File: config.mk
export PLATFORM = sky130hd
export DESIGN_NAME = mipi_lane_isp_arbiter
export DESIGN_NICKNAME = d
export VERILOG_FILES = /design/src/rtl/mipi_lane_isp_arbiter.sv
export SDC_FILE = /design/constraint.sdc
export NUM_CORES = 1
export LEC_CHECK = 0
export CAP_MARGIN = 25
export CELL_PAD_IN_SITES_DETAIL_PLACEMENT = 0
export CELL_PAD_IN_SITES_GLOBAL_PLACEMENT = 1
export CORE_MARGIN = 10
export CORE_UTILIZATION = 29
export CTS_CLUSTER_SIZE = 30
export DETAILED_ROUTE_END_ITERATION = 6
export PLACE_DENSITY = 0.81
export REMOVE_ABC_BUFFERS = 1
export SLEW_MARGIN = 20
export SYNTH_ARGS = -nofsm -noshare
export SYNTH_HDL_FRONTEND = slang
export SYNTH_SLANG_ARGS = --single-unit
File: constraint.sdc
create_clock -name pclk -period 2.4 [get_ports pclk]
set_input_delay 0.24 -clock pclk [delete_from_list [all_inputs] [get_ports pclk]]
set_output_delay 0.24 -clock pclk [all_outputs]
set_load 0.02 [all_outputs]
File: src/rtl/mipi_lane_isp_arbiter.sv
// mipi_lane_isp_arbiter
// Shares the single ISP raw input between the two CSI-2 lane packet decoders.
// Packet-granular round-robin: a lane keeps the grant from its first beat to
// its last beat. A starve watchdog frees the ISP if the granted lane goes
// quiet mid-packet. Per-lane completed-packet counters feed Wishbone status.
module mipi_lane_isp_arbiter #(
    parameter int DW      = 32,
    parameter int TIMEOUT = 1024,
    parameter int CNTW    = 16
) (
    input  logic            pclk,
    input  logic            rst_n,
    input  logic            enable,
    input  logic            s0_valid,
    output logic            s0_ready,
    input  logic [DW-1:0]   s0_data,
    input  logic            s0_last,
    input  logic            s1_valid,
    output logic            s1_ready,
    input  logic [DW-1:0]   s1_data,
    input  logic            s1_last,
    output logic            m_valid,
    input  logic            m_ready,
    output logic [DW-1:0]   m_data,
    output logic            m_last,
    output logic            m_lane,
    output logic            m_abort,
    output logic            busy,
    output logic [CNTW-1:0] pkt_cnt0,
    output logic [CNTW-1:0] pkt_cnt1
);

    // Watchdog counter must be able to hold TIMEOUT-1; width stays >= 1 even
    // when the watchdog is disabled.
    localparam int              WDW     = $clog2(TIMEOUT + 2);
    localparam bit              WD_EN   = (TIMEOUT > 0);
    localparam logic [WDW-1:0]  WD_LAST = WDW'((TIMEOUT > 0) ? TIMEOUT - 1 : 0);

    typedef enum logic [1:0] {
        IDLE = 2'd0,
        GNT0 = 2'd1,
        GNT1 = 2'd2
    } state_t;

    state_t               state;
    logic                 last_grant;
    logic [WDW-1:0]       wd_cnt;

    logic [1:0]           lane_valid;
    logic [1:0]           lane_last;
    logic [1:0]           lane_ready;
    logic [1:0]           lane_done;
    logic [1:0][DW-1:0]   lane_data;
    logic [1:0][CNTW-1:0] pkt_cnt;

    logic                 granted;
    logic                 sel;
    logic                 xfer;
    logic                 pkt_done;
    logic                 starve;
    logic                 wd_fire;

    assign lane_valid = {s1_valid, s0_valid};
    assign lane_last  = {s1_last, s0_last};
    assign lane_data  = {s1_data, s0_data};

    assign granted    = (state != IDLE);
    assign sel        = (state == GNT1);

    assign s0_ready   = lane_ready[0];
    assign s1_ready   = lane_ready[1];
    assign pkt_cnt0   = pkt_cnt[0];
    assign pkt_cnt1   = pkt_cnt[1];

    // Zero-latency output mux from the granted lane; everything is quiet in IDLE.
    always_comb begin
        m_valid         = granted & lane_valid[sel];
        m_data          = granted ? lane_data[sel] : '0;
        m_last          = granted & lane_last[sel];
        m_lane          = sel;
        lane_ready      = '0;
        lane_ready[sel] = granted & m_ready;
    end

    // Transfer / end-of-packet / watchdog decode. A lane that is valid but
    // back-pressured is not starving, so only !valid cycles advance the count.
    always_comb begin
        xfer           = m_valid & m_ready;
        pkt_done       = xfer & m_last;
        starve         = granted & ~lane_valid[sel];
        wd_fire        = WD_EN && starve && (wd_cnt == WD_LAST);
        m_abort        = wd_fire;
        lane_done      = '0;
        lane_done[sel] = pkt_done;
    end

    // Arbitration FSM: grant on request, hold to last beat or watchdog release.
    always_ff @(posedge pclk or negedge rst_n) begin
        if (!rst_n) begin
            state      <= IDLE;
            last_grant <= 1'b1;
            wd_cnt     <= '0;
            busy       <= 1'b0;
        end else begin
            case (state)
                IDLE: begin
                    wd_cnt <= '0;
                    if (enable && (|lane_valid)) begin
                        busy <= 1'b1;
                        if (&lane_valid)
                            state <= last_grant ? GNT0 : GNT1;
                        else
                            state <= lane_valid[0] ? GNT0 : GNT1;
                    end
                end
                GNT0, GNT1: begin
                    if (pkt_done || wd_fire) begin
                        state      <= IDLE;
                        last_grant <= sel;
                        busy       <= 1'b0;
                        wd_cnt     <= '0;
                    end else if (starve && WD_EN) begin
                        wd_cnt <= wd_cnt + WDW'(1);
                    end else begin
                        wd_cnt <= '0;
                    end
                end
                default: begin
                    state <= IDLE;
                    busy  <= 1'b0;
                    wd_cnt <= '0;
                end
            endcase
        end
    end

    // Completed-packet counters; wrap naturally, truncated packets never count.
    always_ff @(posedge pclk or negedge rst_n) begin
        if (!rst_n) begin
            pkt_cnt <= '0;
        end else begin
            for (int i = 0; i < 2; i++)
                if (lane_done[i])
                    pkt_cnt[i] <= pkt_cnt[i] + CNTW'(1);
        end
    end

endmodule

* Word level (Yosys, flattened, before mapping)
Cells that the tools add are included.
** Word-level totals
- Register bits :: 47
- Input port bits :: 72
- Logic and storage cells :: 57
** Operators by class
- $add $sub $neg :: 3
- $lt $le $gt $ge :: 2
- Equal/unequal tests :: 5
- Mux-type cells :: 21
- Bitwise logic cells :: 9
- Reduce and logical (&&, ||, !) cells :: 11
** Operator list (number)
- 32-bit 2-to-1 mux :: 3
- 11-bit 2-to-1 mux :: 3
- 16-bit by 1-bit adder with 16-bit output, second input constant :: 2
- 11-bit by 1-bit adder with 11-bit output, second input constant :: 1
- 11-bit by 10-bit equality test with 1-bit output, second input constant :: 1
- 2-bit 2-to-1 mux :: 5
- 1-bit 2-to-1 mux :: 7
- 1-bit AND :: 6
- 2-bit AND reduction :: 3
- 2-bit AND :: 2
- 2-bit inequality test, second input constant :: 2
- 2-bit case mux with 2 select lines :: 1
- 2-bit OR reduction :: 2
- 1-bit logical AND :: 3
- 2-bit by 1-bit equality test with 1-bit output, second input constant :: 1
- 2-bit equality test, second input constant :: 1
- 2-bit logical NOT :: 1
- 1-bit by 2-bit < comparator with 1-bit output, second input constant :: 1
- 1-bit case mux with 2 select lines :: 1
- 2-bit nonzero test :: 1
- 1-bit demux with 1-bit select :: 1
- 1-bit greater-or-equal comparator, second input constant :: 1
- 1-bit logical OR :: 1
- 1-bit NOT :: 1

* Depth between registers and ports, before layout
Gate-level depths: netlist of run 1.
- Depth after elaboration :: 9
- Depth in mapped cells :: 9

* Least setup slack after synthesis of run 1
OpenSTA, ideal clock, no wires.
- Path kind :: register -> register
- From :: reg state[0]
- To :: reg last_grant
- Library setup time :: 82 ps
- Arrival time :: 2251 ps
- Required time :: 2318 ps
- Slack :: 67 ps
- Stages on the path, launching flop included :: 7
- Buffers on the path :: 0
- Clock period less this slack :: 2333 ps
- Cells stage by stage :: dfrtp_1 > inv_1 > ha_1 > mux2_2 > nor4_1 > o21ai_0 > mux2_2
** Between the ends
- Cells in the longest elaborated chain, start to end :: 8
- Elaborated cells between the ends (all ways) :: 17
** Ends and longest elaborated chain
- from (decl) :: RTL line 45 : state_t state;
- from (signal assigned) :: RTL line 111 : state <= last_grant ? GNT0 : GNT1;
- from (signal assigned) :: RTL line 113 : state <= lane_valid[0] ? GNT0 : GNT1;
- 2-bit equality test :: RTL line 68 : assign sel = (state == GNT1);
- 1-bit 2-to-1 mux (not written as such) (2 in a row) :: RTL line 90 : starve = granted & ~lane_valid[sel];
- 1-bit NOT :: RTL line 90
- 1-bit AND (*) :: RTL line 90
- 1-bit logical AND (*) :: RTL line 91 : wd_fire = WD_EN && starve && (wd_cnt == WD_LAST);
- named net m_abort :: RTL line 27 : output logic m_abort,
- 1-bit logical OR (*) :: RTL line 117 : if (pkt_done || wd_fire) begin
- 2-bit AND reduction (no line) (*)
- to (signal assigned) :: RTL line 119 : last_grant <= sel;
- to (decl) :: RTL line 46 : logic last_grant;
The timed path passes the listed nets; every way through them passes the cells marked *. The select of a mux whose other input is x is not followed.
A chain may end at the register's enable or synchronous reset.

* Worst setup path after layout of run 1
- From :: reg state[0]
- To :: out m_data[21]
** Between the ends
- Cells in the longest elaborated chain, start to end :: 4
- Elaborated cells between the ends (all ways) :: 5
** Ends and longest elaborated chain
- 2-bit equality test :: RTL line 68
- 32-bit 2-to-1 mux (not written as such) (2 in a row) :: RTL line 78 : m_data = granted ? lane_data[sel] : '0;
- 32-bit 2-to-1 mux (*) :: RTL line 78
- to (decl) :: RTL line 24 : output logic [DW-1:0] m_data,
Mark *: on every way between the ends. The rest lies on a longest branch, timed or not. The select of a mux whose other input is x is not followed.

==> metrics.txt, run 1 <==
RSZ-0062 raised after global routing false; design area 4490 µm²; pre-CTS WS 0.0947 ns; Root Buffer clkbuf_8; Worst-path clk slew 0.09 ns; required time of the critical path 2.16 ns; Port Buffers 142; DR DRC count 0; Vias 2570; PnR Total Power 3.33 mW; H-tree lvl count 2; r2r worst-path depth 6; Yosys reg bits 47; Placed Cells 556; Fin. Hold Viols 0; Final HPWL DP 7170 µm; GRT Residual Overflow 0; vias per cell 4.55; Max Fclk 439 MHz; layout cell share with drive strength beyond 1 0.0665; warnings from Yosys 0; Power Dens Cells 741 nW/µm²; Core Util, Final 0.484; drt wl/cell 16.0 µm; Syn-to-layout area delta 62.5%; Clock Latency Late Sink 0.29 ns; ANT cells 0; initial antenna violation count 0; clock sink count 47; Async SR Flop Fraction 1.00; global-route wire length before repair 14800 µm; drt first pass iters 4; Unique masters post-synth 34; leading cell types in the layout, fill and taps excluded 123 x clkdlybuf4s50_1, 50 x nor2_1, 46 x dfrtp_1; final setup violation count 0; flop-to-flop setup slack 0.15 ns; Max Slew Vio Count 0; Die Wd 118 µm; peak per-stage delay on the critical path 0.55 ns; largest net degree at the start of global routing 37; status finished clean; placed instance area 4360 µm²; maximum VDD drop 0.000441 V; core box area 9280 µm²; Post-Syn Instances 288; WP data arrival 2.04 ns; Worst-Margin Slew 0.441 ns; Final Skew 0.0123 ns; Avg Cell Area, Syn 9.60 µm²; Mapped Area 2770 µm²; relative slew slack 0.706; GRT Total Usage 0.128; slowest stage cell, crit path clkdlybuf4s50_1; final non-filler cell total 565; placer congestion estimate 0.782; num ports 143; crit path capture type primary output; worst-path maximum fanout 17; Final min period 2.28 ns; initial drt markers 102; die area 13800 µm²; crit share post-route 0.950; Routed Antenna Nets 0; Setup TNS 0 ns; r2r endpoint pkt_cnt0[11]; die height 118 µm; TritonCTS clock tree done; Min-Delay Path Class primary input to asynchronous set/reset pin; # nets final 514; Post-synth EDFFs 0; PnR worst setup slack 0.121 ns; most common cell after layout, fill and taps aside clkdlybuf4s50_1; initial core utilization 0.298; # rows 35; worst reg2reg startpoint state[1]; hold slack 0.412 ns; P_leak 1.92 nW; TritonCTS buffer count 5; sequential fraction of the synthesis area 0.426; drt total wl 9030 µm; worst setup path class flop to primary output; Worst setup SP type flop; Post-synth top flop dfrtp_1; worst path cell trace inv_1 > ha_4 > buf_12 > mux2i_1 > nor2_1 > clkdlybuf4s50_1; clock buffer depth 2; # Max-Cap Violations 0; vias in the first global route 2682
-- Yosys cell counts (2+ instances only) --
library cell	count	area share
nand2b_1	2	0.0045
a21oi_1	2	0.0036
nand2_1	16	0.022
dfrtp_1	46	0.42
and3_1	9	0.020
nor3_1	6	0.011
nand4_1	14	0.032
nor2_1	50	0.068
or4_1	2	0.0054
inv_1	7	0.0095
xnor2_1	25	0.079
buf_6	3	0.012
ha_1	6	0.027
and2_1	2	0.0045
mux2i_1	34	0.12
clkbuf_1	6	0.0081
o21ai_0	4	0.0072
buf_1	2	0.0027
mux2_2	3	0.012
nand3_1	17	0.031
xor2_1	13	0.041
nor4_1	7	0.016
-- metal layers --
metal  track usage  up-vias  wire length (µm)
met2         0.216       80              4410
met5             0        -                 0
met4        0.0193        0                63
met1         0.158     1194              3960
met3        0.0417        6               592
li1              -     1290                 -
-- where the power goes --
part	internal (mW)	switching [mW]
Sequential	0.862	0.0705
Combinational	0.933	1.01
Clock	0.199	0.255
-- layout make-up --
cell class                 count  area, µm²
timing repair buffer         153       1520
multi-input combinational    222       1520
clock inverter                 2       13.8
inverter                       7       26.3
fill                         915       4790
clock buffer                   5       68.8
sequential                    47       1180
tap                          129        161
-- worst max-delay path: cells and delay by family (launching register included) --
kind                       cells  cell delay (ns)
DFF                            1             0.36
and+or+nand+nor                1             0.06
muxes                          1             0.23
adders and majority gates      1             0.21
buffers and inverters          3             0.88
-- logic make-up (layout without fill, tap and decap cells) --
kind of cell | Yosys count | after routing | share of synthesized area
multiplexers | 37 | 37 | 0.135
XOR/XNOR | 38 | 38 | 0.120
buffers and inverters | 19 | 167 | 0.0344
AND/OR/NAND/NOR | 131 | 131 | 0.234
adder cells (fa/ha/maj) | 6 | 6 | 0.0271
AO/OA/AOI/OAI | 10 | 10 | 0.0231
flip-flops | 47 | 47 | 0.426
-- registers in the layout, indices dropped and copies added, names as in the netlist --
register	count
pkt_cnt0	16
pkt_cnt1	16
wd_cnt	11
state	2
busy	1
last_grant	1
-- how the worst max path moves through the flow --
| stage | depth (start not counted) | start | end |
|---|---|---|---|
| 5_1_grt | 6 | state[0] | m_data[22] |
| 3_3_place_gp | 5 | state[0] | m_abort |
| 6_report | 6 | state[0] | m_data[21] |
| 4_1_cts | 6 | state[0] | m_valid |
| 3_5_place_dp | 5 | state[0] | m_abort |
| 2_1_floorplan | 5 | state[0] | pkt_cnt1[1] |
-- repair_timing --
action                     CTS  global route
resized for setup           17             9
setup buffers                0             0
hold endpoints to repair    16             0
cloned                       1             0
hold buffers                 1             0
setup endpoints to repair   33            20
No activity file was read; power rests on OpenSTA's default activity.
==> run 2: changes to the inputs <==
- clock period: 2.4 -> 2.23 ns (I/O delays scaled with it)
==> run 2 against run 1 <==
Against the previous run:
- clock-buffer cell count grew 2
- sequential power grew 7%
- sequential cell count did not move
- die area is the same
- first-iteration DRC count decreased by 3.9%
- critical path type is now flop to flop
- critical endpoint is now pkt_cnt0[15]
- highest routed layer unchanged
==> metrics.txt, run 2 (same netlist as run 1, synthesis figures left out) <==
TritonCTS clock tree done; RSZ-0062 raised after global routing true; slowest stage cell, crit path or4_4; worst path cell trace ha_1 > buf_4 > mux2i_2 > or4_4 > nor4_1 > xor2_1; peak per-stage delay on the critical path 0.59 ns (+0.04 ns); switch share 0.407 (+0.00577); leading cell types in the layout, fill and taps excluded 103 x clkdlybuf4s50_1, 50 x nor2_1, 46 x dfrtp_1; Worst-path clk slew 0.09 ns (about the same); Min-Delay Path Class primary input to asynchronous set/reset pin; Clk pwr share 0.146 (+0.009); Final Skew 0.0105 ns (-0.00177 ns); setup bufs post-CTS 0 (unchanged); # Max-Cap Violations 0 (unchanged); Worst-Margin Slew 0.709 ns (+0.268 ns); Worst setup SP type flop; core box area 9280 µm² (unchanged); Power Dens Cells 797 nW/µm² (+7.5%); largest net degree at the start of global routing 37 (unchanged); layout cell share with drive strength beyond 1 0.0862 (+0.0197); Syn-to-layout area delta 64.5%; global-route wire length before repair 14900 µm (+0.65%); initial drt markers 98 (-3.9%); num ports 143 (unchanged); crit share post-route 0.956; most common cell after layout, fill and taps aside clkdlybuf4s50_1; die height 118 µm (unchanged); clock buffer depth 2 (unchanged); clock sink count 47 (unchanged); crit path capture type flop; logic gate share of total power 0.577 (-0.006); initial antenna violation count 0 (unchanged); Die Wd 118 µm (unchanged); placer congestion estimate 0.770 (-1.5%); GRT Residual Overflow 0 (unchanged); worst setup path class flop to flop; Setup TNS 0 ns (unchanged); die area 13800 µm² (unchanged); Worst setup startpoint state[1]; # rows 35 (unchanged); initial core utilization 0.298 (unchanged); Final min period 2.13 ns; relative slew slack 0.524 (-0.182); vias in the first global route 2681 (-0.037%); # nets final 518 (+0.78%); ANT cells 0 (unchanged); vias per cell 4.63 (+1.9%); Max Slew Vio Count 0 (unchanged); Final HPWL DP 7230 µm (+0.85%); placed instance area 4390 µm² (+0.80%); Max Fclk 469 MHz; Routed Antenna Nets 0 (unchanged); P_leak 1.98 nW (+3.2%); status finished clean; H-tree lvl count 2 (unchanged); GRT Total Usage 0.128 (+0.000238); worst reg2reg startpoint state[1]; drt total wl 9220 µm (+2.1%); Clock Latency Late Sink 0.29 ns (about the same); sequential power share 0.277 (-0.003); required time of the critical path 2.45 ns (+0.29 ns); final setup violation count 0 (unchanged); Vias 2641 (+2.8%); WP data arrival 2.35 ns (+0.31 ns); TritonCTS buffer count 5 (unchanged); flop-to-flop setup slack 0.1 ns (-0.05 ns); Internal Power 2.15 mW (+7.8%); design area 4550 µm² (+1.3%); drt wl/cell 16.2 µm (+1.2%); Root Buffer clkbuf_8; worst-path maximum fanout 8 (-9); DR DRC count 0 (unchanged); P_sw 1.47 mW (+10%); maximum VDD drop 0.000487 V (+10%); Port Buffers 142 (unchanged); Fin. Hold Viols 0 (unchanged); drt first pass iters 4 (unchanged)
==> run 2: metal layers <==
| metal | wire (µm) | share of wire | up-vias | GRT usage |
|---|---|---|---|---|
| met5 | 0 | 0 | - | 0 |
| met2 | 4620 | 0.50 | 73 | 0.221 |
| li1 | - | - | 1300 | - |
| met1 | 4090 | 0.44 | 1266 | 0.157 |
| met4 | 22 | 0.0024 | 0 | 0.0139 |
| met3 | 484 | 0.053 | 2 | 0.0393 |
==> run 2: through the flow <==
step | cells | setup WS, ns | hold slack, ns | utilization | total power, mW
floorplan | 276 | -1.20 | -0.0726 | - | 2.14
global route | 570 | -0.0119 | 0.488 | 0.490 | 3.87
finish | 570 | 0.0981 | 0.456 | 0.490 | 3.62
detailed placement | 559 | -0.0103 | 0.258 | 0.473 | 3.17
global placement | 559 | 0.0408 | 0.249 | 0.473 | 3.15
CTS | 569 | 0.00215 | 0.462 | 0.485 | 3.63
==> run 2: cell type report <==
cell class | instances | area (µm²)
multi-input combinational | 222 | 1530
clock buffer | 7 | 86.3
fill | 902 | 4730
inverter | 7 | 26.3
clock inverter | 1 | 8.76
sequential | 47 | 1180
timing repair buffer | 157 | 1560
tap | 129 | 161
==> run 2: power by group through the flow <==
stage	Clock [mW]	Sequential, mW	Combinational (mW)
CTS	0.557	1.01	2.07
global placement	0	1.01	2.13
global route	0.597	1.02	2.25
finish	0.529	1.00	2.09
detailed placement	0	1.02	2.15
floorplan	0	1.06	1.08
==> run 2: worst max-delay path, delay by kind of cell, from the launching register on <==
family                   cells  cell delay (ns)
XOR/XNOR                     1             0.18
adder cells (fa/ha/maj)      1             0.22
buffers and inverters        1             0.14
flip-flops                   1             0.42
multiplexers                 1             0.15
AND/OR/NAND/NOR              2             0.95
==> run 2: final timing paths <==
check	to	depth (start not counted)
max	pkt_cnt0[15]	6
min	pkt_cnt1[10]	2
max reg2reg	pkt_cnt0[15]	6
min reg2reg	wd_cnt[0]	1
max in group asynchronous	last_grant	3
min in group pclk	wd_cnt[0]	1
==> run 2: timing repair <==
| action | CTS | global route |
|---|---|---|
| endpoints found under the setup margin | 39 | 16 |
| hold buffers | 1 | 0 |
| cloned | 1 | 1 |
| resized for setup | 43 | 21 |
| hold endpoints to repair | 23 | 0 |
==> run 3: changes to the inputs <==
- CORE_MARGIN: 10 -> unset
==> run 3 against run 2 <==
Against the previous run:
- the flow now finishes with violations (negative hold slack)
- final area is 0.69% higher
- sequential power hardly changed
- via count is 0.83% lower
- critical path depth is 1 higher
- routed wire length is 13% lower
- non-clock buffer count is 3 higher
- register-to-register slack better by 0.04 ns
- die area is 28% lower
- final cell count is 0.35% higher
- global-route usage is 3.4 points higher
- total power is 3.4% higher
- clock-buffer cell count is 2 lower
==> metrics.txt, run 3 (same netlist as run 1, synthesis figures left out) <==
CTS Hold Bufs 0 (-1); met1 usage 0.190 (+0.0327); GRT Total Usage 0.162 (+0.0337); met2 Use GR 0.291 (+0.0696); placer congestion estimate 0.797 (+3.5%); Final min period 2.14 ns (+0.00757 ns); area of the multi-input gates 1540 µm² (+0.16%); Vias 2619 (-0.83%); slowest stage cell, crit path dfrtp_1; TritonCTS buffer count 5 (unchanged); crit share post-route 0.959 (+0.00339); Fin. Hold Viols 4 (+4); H-tree lvl count 2 (unchanged); maximum VDD drop 0.000426 V (-13%); peak per-stage delay on the critical path 0.38 ns (-0.21 ns); drt first pass iters 4 (unchanged); largest net degree at the start of global routing 48 (+30%); Syn-to-layout area delta 65.7%; delay-heaviest family, CP buffers and inverters; worst path cell trace inv_2 > buf_4 > ha_4 > buf_12 > mux2i_1 > nor2_1 > dlygate4sd2_1; worst setup path class flop to primary output; Max Slew Vio Count 0 (unchanged); GRT busiest layer met2; leading cell types in the layout, fill and taps excluded 103 x clkdlybuf4s50_1, 50 x nor2_1, 46 x dfrtp_1; die height 99.6 µm (-15%); required time of the critical path 2.01 ns (-0.44 ns); drt total wl 8010 µm (-13%); crit path capture type primary output; initial core utilization 0.299 (+0.00141); status finished, violations left; ANT cells 0 (unchanged); TritonCTS clock tree done; Worst setup SP type flop; Min-Delay Path Class primary input to asynchronous set/reset pin; # Max-Cap Violations 0 (unchanged); num ports 143 (unchanged); PnR Total Power 3.75 mW (+3.4%); met3 usage 0.0387 (-0.000678); most common cell after layout, fill and taps aside clkdlybuf4s50_1; Worst setup startpoint state[0]; Clock Latency Late Sink 0.30 ns (about the same); clock buffer depth 2 (unchanged); vias per cell 4.58 (-1.2%); core box area 9240 µm² (-0.47%); WP data arrival 1.92 ns (-0.43 ns); failing checks negative hold slack; Final Skew 0.0118 ns (+0.00130 ns); hold slack -0.00422 ns (-0.460 ns); GRT Residual Overflow 0 (unchanged); Die Wd 99.6 µm (-15%); drt wl/cell 14.0 µm (-13%); RSZ-0062 raised after global routing false; # nets final 521 (+0.58%); worst reg2reg startpoint state[1]; initial antenna violation count 0 (unchanged); Final HPWL DP 5890 µm (-19%); Worst-Margin Slew 0.690 ns (-0.0191 ns); P_leak 2.01 nW (+1.3%); final setup violation count 0 (unchanged); Worst-path clk slew 0.09 ns (about the same); number of fillers in the final layout 846 (-6.2%); layout cell share with drive strength beyond 1 0.104 (+0.0177); Reg area 1180 µm² (unchanged); initial drt markers 98 (unchanged); worst-path maximum fanout 9 (+1); die area 9930 µm² (-28%); global-route wire length before repair 12900 µm (-13%); clock sink count 47 (unchanged); vias in the first global route 2633 (-1.8%); # rows 35 (unchanged); Buf/Inv on CP 4 (+3); relative slew slack 0.537 (+0.0128); Max Fclk 467 MHz (-0.35%); Root Buffer clkbuf_8; Routed Antenna Nets 0 (unchanged); DR DRC count 0 (unchanged); Power Dens Cells 818 nW/µm² (+2.7%); Port Buffers 142 (unchanged); flop-to-flop setup slack 0.14 ns (+0.04 ns)
-- run 3: path summary, 6_finish.rpt --
| path | endpoint | cells after the start |
|---|---|---|
| min in group pclk | wd_cnt[0] | 1 |
| max reg2reg | pkt_cnt0[4] | 7 |
| min | pkt_cnt0[8] | 2 |
| max in group asynchronous | pkt_cnt1[2] | 2 |
| max | m_data[19] | 7 |
| min reg2reg | wd_cnt[0] | 1 |
-- run 3: what timing repair did --
action,in CTS,in global routing
setup endpoints to repair,38,26
gates cloned,1,2
gates resized for setup,47,20
buffers inserted,0,1
-- run 3: worst register-to-register path, cell delays in order, from the launching register on --
cell and delay (ns):
dfrtp_1 0.43, ha_1 0.25, mux2i_2 0.19, or4_4 0.56
buf_4 0.17, buf_4 0.13, nor2_1 0.12, xor2_1 0.17
-- run 3: stage by stage --
stage / cell area (µm²) / setup TNS [ns] / worst slack (ns) / std cells / util
2_1_floorplan: 2700 / -37.88 / -1.20 / 276 / -
3_3_place_gp: 4390 / 0 / 0.0103 / 561 / 0.476
3_5_place_dp: 4390 / -0.0308 / -0.0284 / 561 / 0.476
5_1_grt: 4580 / 0 / 0.00186 / 572 / 0.496
4_1_cts: 4500 / 0 / 0.000960 / 569 / 0.487
6_report: 4580 / 0 / 0.0905 / 572 / 0.496
-- run 3: layout make-up --
type,count,share of cell area
clock buffer,5,0.0150
inverter,7,0.00574
tap,129,0.0352
multi-input combinational,222,0.335
sequential,47,0.257
clock inverter,2,0.00819
timing repair buffer,160,0.343
-- run 3: power by group --
| group | switching [mW] | total [mW] | internal, mW |
|---|---|---|---|
| Clock | 0.286 | 0.614 | 0.328 |
| Sequential | 0.0817 | 1.01 | 0.928 |
| Combinational | 1.12 | 2.13 | 1.01 |
-- run 3: metal layers --
metal | share of wire | wire length [µm]
met1 | 0.43 | 3420
met2 | 0.50 | 3990
met3 | 0.058 | 463
met4 | 0.018 | 146
met5 | 0 | 0
